**config.mk**
```make
export PLATFORM = sky130hd
export DESIGN_NAME = wishbone_arbiter_flat
export DESIGN_NICKNAME = d
export VERILOG_FILES = /design/src/rtl/wishbone_arbiter_pkg.sv /design/src/rtl/wishbone_arbiter_if.sv /design/src/rtl/wishbone_arbiter_mux.sv /design/src/rtl/wishbone_arbiter.sv /design/src/flat_wrapper.sv
export SDC_FILE = /design/constraint.sdc
export NUM_CORES = 1
export LEC_CHECK = 0
export ABC_AREA = 1
export BUFFER_PORTS_ARGS = -buffer_cell sky130_fd_sc_hd__buf_2
export CELL_PAD_IN_SITES_DETAIL_PLACEMENT = 0
export CELL_PAD_IN_SITES_GLOBAL_PLACEMENT = 1
export CORE_AREA = 4 4 344 346
export CTS_BUF_LIST = sky130_fd_sc_hd__clkbuf_2 sky130_fd_sc_hd__clkbuf_4 sky130_fd_sc_hd__clkbuf_8
export CTS_CLUSTER_SIZE = 28
export DETAILED_ROUTE_END_ITERATION = 8
export DIE_AREA = 0 0 348 350
export HOLD_SLACK_MARGIN = 0.08
export PLACE_DENSITY = 0.34
export SLEW_MARGIN = 10
export SYNTH_ARGS = -nofsm -noshare
export SYNTH_HDL_FRONTEND = slang
export SYNTH_SLANG_ARGS = --single-unit
export TNS_END_PERCENT = 5
```
**constraint.sdc**
```tcl
create_clock -name clk -period 1.9 [get_ports clk]
set_input_delay 0.285 -clock clk [delete_from_list [all_inputs] [get_ports clk]]
set_output_delay 0.285 -clock clk [all_outputs]
set_load 0.03 [all_outputs]
```
**src/rtl/wishbone_arbiter_pkg.sv**
```systemverilog
// Shared LC-3b types used by the wishbone arbiter: arbiter state, grant select
// and the bus widths of the 128-bit memory port.
package lc3b_types;

    typedef enum logic [1:0] {
        ARB_IDLE,
        ARB_BUSY0,
        ARB_BUSY1
    } lc3b_arb_state;

    typedef logic lc3b_arb_sel;

    localparam int WB_ADR_W = 16;
    localparam int WB_SEL_W = 16;
    localparam int WB_DAT_W = 128;

endpackage

```
**src/rtl/wishbone_arbiter_if.sv**
```systemverilog
// Classic wishbone bundle for the 128-bit memory port. The master modport is
// the side that starts cycles; the slave modport is the side that acknowledges.
interface wishbone;
    import lc3b_types::*;

    logic                CYC;
    logic                STB;
    logic                WE;
    logic [WB_SEL_W-1:0] SEL;
    logic [WB_ADR_W-1:0] ADR;
    logic [WB_DAT_W-1:0] DAT_M;
    logic [WB_DAT_W-1:0] DAT_S;
    logic                ACK;

    modport master (
        output CYC, STB, WE, SEL, ADR, DAT_M,
        input  DAT_S, ACK
    );

    modport slave (
        input  CYC, STB, WE, SEL, ADR, DAT_M,
        output DAT_S, ACK
    );

endinterface

```
**src/rtl/wishbone_arbiter_mux.sv**
```systemverilog
// Combinational steering of the granted master onto the shared slave port,
// with ACK gating so only the granted, still-cycling master sees an ACK.
module wishbone_mux
    import lc3b_types::*;
(
    input  lc3b_arb_sel i_sel,
    input  logic        i_valid,
    wishbone.slave      m0,
    wishbone.slave      m1,
    wishbone.master     s
);

    always_comb begin
        s.CYC   = 1'b0;
        s.STB   = 1'b0;
        s.WE    = 1'b0;
        s.SEL   = '0;
        s.ADR   = '0;
        s.DAT_M = '0;
        if (i_valid) begin
            if (i_sel == 1'b0) begin
                s.CYC   = m0.CYC;
                s.STB   = m0.STB;
                s.WE    = m0.WE;
                s.SEL   = m0.SEL;
                s.ADR   = m0.ADR;
                s.DAT_M = m0.DAT_M;
            end else begin
                s.CYC   = m1.CYC;
                s.STB   = m1.STB;
                s.WE    = m1.WE;
                s.SEL   = m1.SEL;
                s.ADR   = m1.ADR;
                s.DAT_M = m1.DAT_M;
            end
        end
    end

    // Read data is broadcast; each master qualifies it with its own ACK.
    assign m0.DAT_S = s.DAT_S;
    assign m1.DAT_S = s.DAT_S;

    assign m0.ACK = s.ACK & i_valid & ~i_sel & m0.CYC;
    assign m1.ACK = s.ACK & i_valid &  i_sel & m1.CYC;

endmodule

```
**src/rtl/wishbone_arbiter.sv**
```systemverilog
// Round-robin arbiter sharing one wishbone slave between the I-side (m0) and
// D-side (m1) miss paths; one registered grant per complete transaction.
module wishbone_arbiter
    import lc3b_types::*;
(
    input  logic    clk,
    input  logic    rst_n,
    wishbone.slave  m0,
    wishbone.slave  m1,
    wishbone.master s
);

    lc3b_arb_state r_state;
    lc3b_arb_state w_state_nxt;
    lc3b_arb_sel   r_last;
    lc3b_arb_sel   w_last_nxt;
    logic          w_req0;
    logic          w_req1;
    logic          w_valid;
    lc3b_arb_sel   w_sel;

    assign w_req0 = m0.CYC & m0.STB;
    assign w_req1 = m1.CYC & m1.STB;

    always_ff @(posedge clk) begin
        if (!rst_n) begin
            r_state <= ARB_IDLE;
            r_last  <= 1'b1;
        end else begin
            r_state <= w_state_nxt;
            r_last  <= w_last_nxt;
        end
    end

    // An abort (CYC dropped) takes priority over a coincident slave ACK.
    always_comb begin
        w_state_nxt = r_state;
        w_last_nxt  = r_last;
        case (r_state)
            ARB_IDLE: begin
                if (w_req0 && (!w_req1 || r_last == 1'b1)) begin
                    w_state_nxt = ARB_BUSY0;
                    w_last_nxt  = 1'b0;
                end else if (w_req1) begin
                    w_state_nxt = ARB_BUSY1;
                    w_last_nxt  = 1'b1;
                end
            end
            ARB_BUSY0: begin
                if (!m0.CYC) begin
                    w_state_nxt = ARB_IDLE;
                end else if (s.ACK) begin
                    if (w_req1) begin
                        w_state_nxt = ARB_BUSY1;
                        w_last_nxt  = 1'b1;
                    end else begin
                        w_state_nxt = ARB_IDLE;
                    end
                end
            end
            ARB_BUSY1: begin
                if (!m1.CYC) begin
                    w_state_nxt = ARB_IDLE;
                end else if (s.ACK) begin
                    if (w_req0) begin
                        w_state_nxt = ARB_BUSY0;
                        w_last_nxt  = 1'b0;
                    end else begin
                        w_state_nxt = ARB_IDLE;
                    end
                end
            end
            default: w_state_nxt = ARB_IDLE;
        endcase
    end

    assign w_valid = (r_state == ARB_BUSY0) || (r_state == ARB_BUSY1);
    assign w_sel   = (r_state == ARB_BUSY1);

    wishbone_mux u_mux (
        .i_sel   (w_sel),
        .i_valid (w_valid),
        .m0      (m0),
        .m1      (m1),
        .s       (s)
    );

endmodule

```
**src/flat_wrapper.sv**
```systemverilog
// flat-port wrapper written by rule: the top's interface ports become plain ports
module wishbone_arbiter_flat import lc3b_types::*;
  (clk, rst_n, m0_CYC, m0_STB, m0_WE, m0_SEL, m0_ADR, m0_DAT_M, m0_DAT_S, m0_ACK, m1_CYC, m1_STB, m1_WE, m1_SEL, m1_ADR, m1_DAT_M, m1_DAT_S, m1_ACK, s_CYC, s_STB, s_WE, s_SEL, s_ADR, s_DAT_M, s_DAT_S, s_ACK);
  wishbone m0_i ();
  wishbone m1_i ();
  wishbone s_i ();
  input  logic clk;
  input  logic rst_n;
  input wire logic [$bits(m0_i.CYC)-1:0] m0_CYC;
  input wire logic [$bits(m0_i.STB)-1:0] m0_STB;
  input wire logic [$bits(m0_i.WE)-1:0] m0_WE;
  input wire logic [$bits(m0_i.SEL)-1:0] m0_SEL;
  input wire logic [$bits(m0_i.ADR)-1:0] m0_ADR;
  input wire logic [$bits(m0_i.DAT_M)-1:0] m0_DAT_M;
  output wire logic [$bits(m0_i.DAT_S)-1:0] m0_DAT_S;
  output wire logic [$bits(m0_i.ACK)-1:0] m0_ACK;
  input wire logic [$bits(m1_i.CYC)-1:0] m1_CYC;
  input wire logic [$bits(m1_i.STB)-1:0] m1_STB;
  input wire logic [$bits(m1_i.WE)-1:0] m1_WE;
  input wire logic [$bits(m1_i.SEL)-1:0] m1_SEL;
  input wire logic [$bits(m1_i.ADR)-1:0] m1_ADR;
  input wire logic [$bits(m1_i.DAT_M)-1:0] m1_DAT_M;
  output wire logic [$bits(m1_i.DAT_S)-1:0] m1_DAT_S;
  output wire logic [$bits(m1_i.ACK)-1:0] m1_ACK;
  output wire logic [$bits(s_i.CYC)-1:0] s_CYC;
  output wire logic [$bits(s_i.STB)-1:0] s_STB;
  output wire logic [$bits(s_i.WE)-1:0] s_WE;
  output wire logic [$bits(s_i.SEL)-1:0] s_SEL;
  output wire logic [$bits(s_i.ADR)-1:0] s_ADR;
  output wire logic [$bits(s_i.DAT_M)-1:0] s_DAT_M;
  input wire logic [$bits(s_i.DAT_S)-1:0] s_DAT_S;
  input wire logic [$bits(s_i.ACK)-1:0] s_ACK;
  assign m0_i.CYC = m0_CYC;
  assign m0_i.STB = m0_STB;
  assign m0_i.WE = m0_WE;
  assign m0_i.SEL = m0_SEL;
  assign m0_i.ADR = m0_ADR;
  assign m0_i.DAT_M = m0_DAT_M;
  assign m0_DAT_S = m0_i.DAT_S;
  assign m0_ACK = m0_i.ACK;
  assign m1_i.CYC = m1_CYC;
  assign m1_i.STB = m1_STB;
  assign m1_i.WE = m1_WE;
  assign m1_i.SEL = m1_SEL;
  assign m1_i.ADR = m1_ADR;
  assign m1_i.DAT_M = m1_DAT_M;
  assign m1_DAT_S = m1_i.DAT_S;
  assign m1_ACK = m1_i.ACK;
  assign s_CYC = s_i.CYC;
  assign s_STB = s_i.STB;
  assign s_WE = s_i.WE;
  assign s_SEL = s_i.SEL;
  assign s_ADR = s_i.ADR;
  assign s_DAT_M = s_i.DAT_M;
  assign s_i.DAT_S = s_DAT_S;
  assign s_i.ACK = s_ACK;
  wishbone_arbiter u_core (.clk(clk), .rst_n(rst_n), .m0(m0_i), .m1(m1_i), .s(s_i));
endmodule
```
==> summary.md <==
| Metric | Value |
|---|---|
| Outcome | finished, violations left |
| Failing checks | setup timing |
| Num CTS Buffers | 3 |
| Max-slew violation count | 0 |
| Simple-gate area share of the yosys netlist | 29.9% |
| Leak | 4.06 nW |
| Rel. slew slack | 73.4% |
| Layout area overhead | 91.5% |
| Final setup viols | 162 |
| Nets | 1600 |
| Fin. Hold Viols | 0 |
| Area of the core | 0.115 mm^2 |
| Slew @ Worst Pin | 0.397 ns |
| Drt initial violations | 359 |
| Clock slew at reported path FFs | 0.03 ns |
| Worst setup EP type | primary output |
| DRT Pass-1 Iters | 4 |
| Synth warn | 0 |
| DR vias/cell | 2.41 |
| Critical path type | flip-flop to primary output |
| # clock sinks | 3 |
| Placed insts | 2640 |
| Commonest non-fill, non-tap cell in the layout | buf_2 |
| MaxCap Viol Count | 0 |
| Clk_lat worst skew | 0.22 ns |
| CTS root buf | clkbuf_8 |
| Starting Density | 4.01% |
| Mux share of post-synthesis cell area | 0% |
| WP data arrival | 1.86 ns |
| Die Wd | 348 um |
| Power, Total | 0.0166 W |
| H-tree Lvls | 1 |
| Crit-path max FO | 30 |
| Most frequent cells in the layout | buf_2 (330), nor2_1 (303), buf_4 (183) |
| Cells after Synth | 853 |
| Gpl congestion | 0.760 |
| Detailed-route wire length per cell | 17.8 um |
| CTS tree | built |
| Synth Area in Compound Gates | 18.1% |
| Setup tns final | -18.26 ns |
| # rows | 125 |
| Critical path startpoint category | flip-flop |
| XOR/XNOR Fraction of Synth Area | 0% |
| Min-delay worst type | primary input to flip-flop |
| Critical Path RT | 1.62 ns |
| CTS max path bufs | 2 |
| Post-synthesis net count | 1314 |
| Number of port buffers | 493 |
| I/O pin total | 878 |
| Period Utilization, post-route | 113% |
| Antenna violations before repair | 21 |
| Min Clock Period, post-route | 2.15 ns |
| First-pass GRT wire length | 58300 um |
| Clock Skew | 0.00110 ns |
| Number of vias in the routed layout | 6440 |
| Syn Std Cell Area | 0.00463 mm^2 |
| Worst VDD drop | 651 uV |
| Post-route insts no fill | 2669 |
| GRT Residual Overflow | 0 |
| Seq/Total Area, Yosys | 1.30% |
| Largest net degree at the start of global routing | 46 |
| Post-DRT Antenna Nets | 0 |
| DRC Markers | 0 |
| DP Wirelength | 40500 um |
| Ratio of cells with drive above 1 in the final layout | 58.2% |
| Overall Global Routing Usage | 7.05% |
| Max Clk Rate | 466 MHz |
| Final worst slack | -0.248 ns |
| Largest family of logic cells by synthesized area | buffers and inverters |
| RSZ-0062 raised after global routing | yes |
| Syn_area_per_cell | 5.43 um^2 |
| Total Routed Length | 47500 um |
| Die area | 0.122 mm^2 |
| FF+latch count, synth | 3 |
| Final Util | 7.69% |
| Synth Area in Adders | 1.08% |
| Cell Pwr Density | 1870 mW/mm^2 |
| Vias in the first global route | 6548 |
| Cell variety after synth | 23 |
| Placement Setup Slack | -0.409 ns |
| Die height | 350 um |
final cells by class:
type	instances	area, um^2
Antenna cell	7	17.5
Inverter	9	43.8
Fill cell	13800	107000
Multi-Input combinational cell	531	2520
Tap cell	1524	1910
Timing Repair Buffer	591	4280
Sequential cell	3	62.6
Clock buffer	4	48.8
power by group:
part | switching [W] | total, W | leakage (nW) | internal (W)
registers | 0.0000245 | 0.000118 | 0.0256 | 0.0000932
logic | 0.00976 | 0.0162 | 4.00 | 0.00647
clock network | 0.0000428 | 0.000200 | 0.0262 | 0.000157
critical path, cell delays in order, from the launching register on:
cell and delay (ns):
dfxtp_2 0.33, buf_6 0.11, ha_4 0.22, inv_8 0.10
buf_16 0.18, nor2_1 0.34, nor2_2 0.13, buf_4 0.19
sequential cells by signal, summed over array words and instances, names as in the netlist:
register        count
u_core.r_state      2
u_core.r_last       1
cell families after synthesis:
logic type,after synthesis
and+or+nand+nor,361
buffers and inverters,319
adders and majority gates,4
DFF,3
AOI/OAI and AO/OA,166
path summary, 6_finish.rpt:
kind | start | to | slack, ns | cells after the start
worst min-delay path | rst_n | u_core.r_last | 0.32 | 2
worst max register to register | u_core.r_state[0] | u_core.r_last | 0.27 | 7
worst min register to register | u_core.r_last | u_core.r_last | 0.55 | 2
worst max-delay path | u_core.r_state[1] | s_DAT_M[84] | -0.25 | 7
cells in the mapped netlist (all sizes together):
master    n  area [um^2]
buf     287         2180
nor2    330         1240
nor3      1         5.00
nand4     1         6.26
nand3     4         30.0
o211ai    1         12.5
a21oi     2         10.0
dfxtp     3         60.1
ha        4         50.1
o21ai   163          816
nand2    25          101
clkbuf   23         86.3
inv       8         32.5
clkinv    1         3.75
layer usage:
| layer | vias to the layer above | share of wire [%] | track usage, % |
|---|---|---|---|
| met5 | - | 0.72 | 1.53 |
| met4 | 18 | 1.2 | 0.631 |
| met3 | 46 | 18 | 5.57 |
| met2 | 641 | 41 | 10.4 |
| met1 | 2727 | 39 | 8.16 |
| li1 | 3008 | - | - |
metrics by stage:
step | hold slack, ns | cell area, um^2
global route | 0.332 | 8860
floorplan | 0.369 | 4640
CTS | 0.326 | 8630
detailed placement | 0.544 | 7600
global placement | 0.552 | 7600
finish | 0.321 | 8870
what timing repair did:
item / in CTS / in global routing
gates cloned: 8 / 4
gates resized for setup: 251 / 92
hold buffers: 0 / 0
setup endpoints to repair: 164 / 164
setup buffers: 8 / 3
pin swaps: 18 / 30
Power figures use the tool's default switching activity.
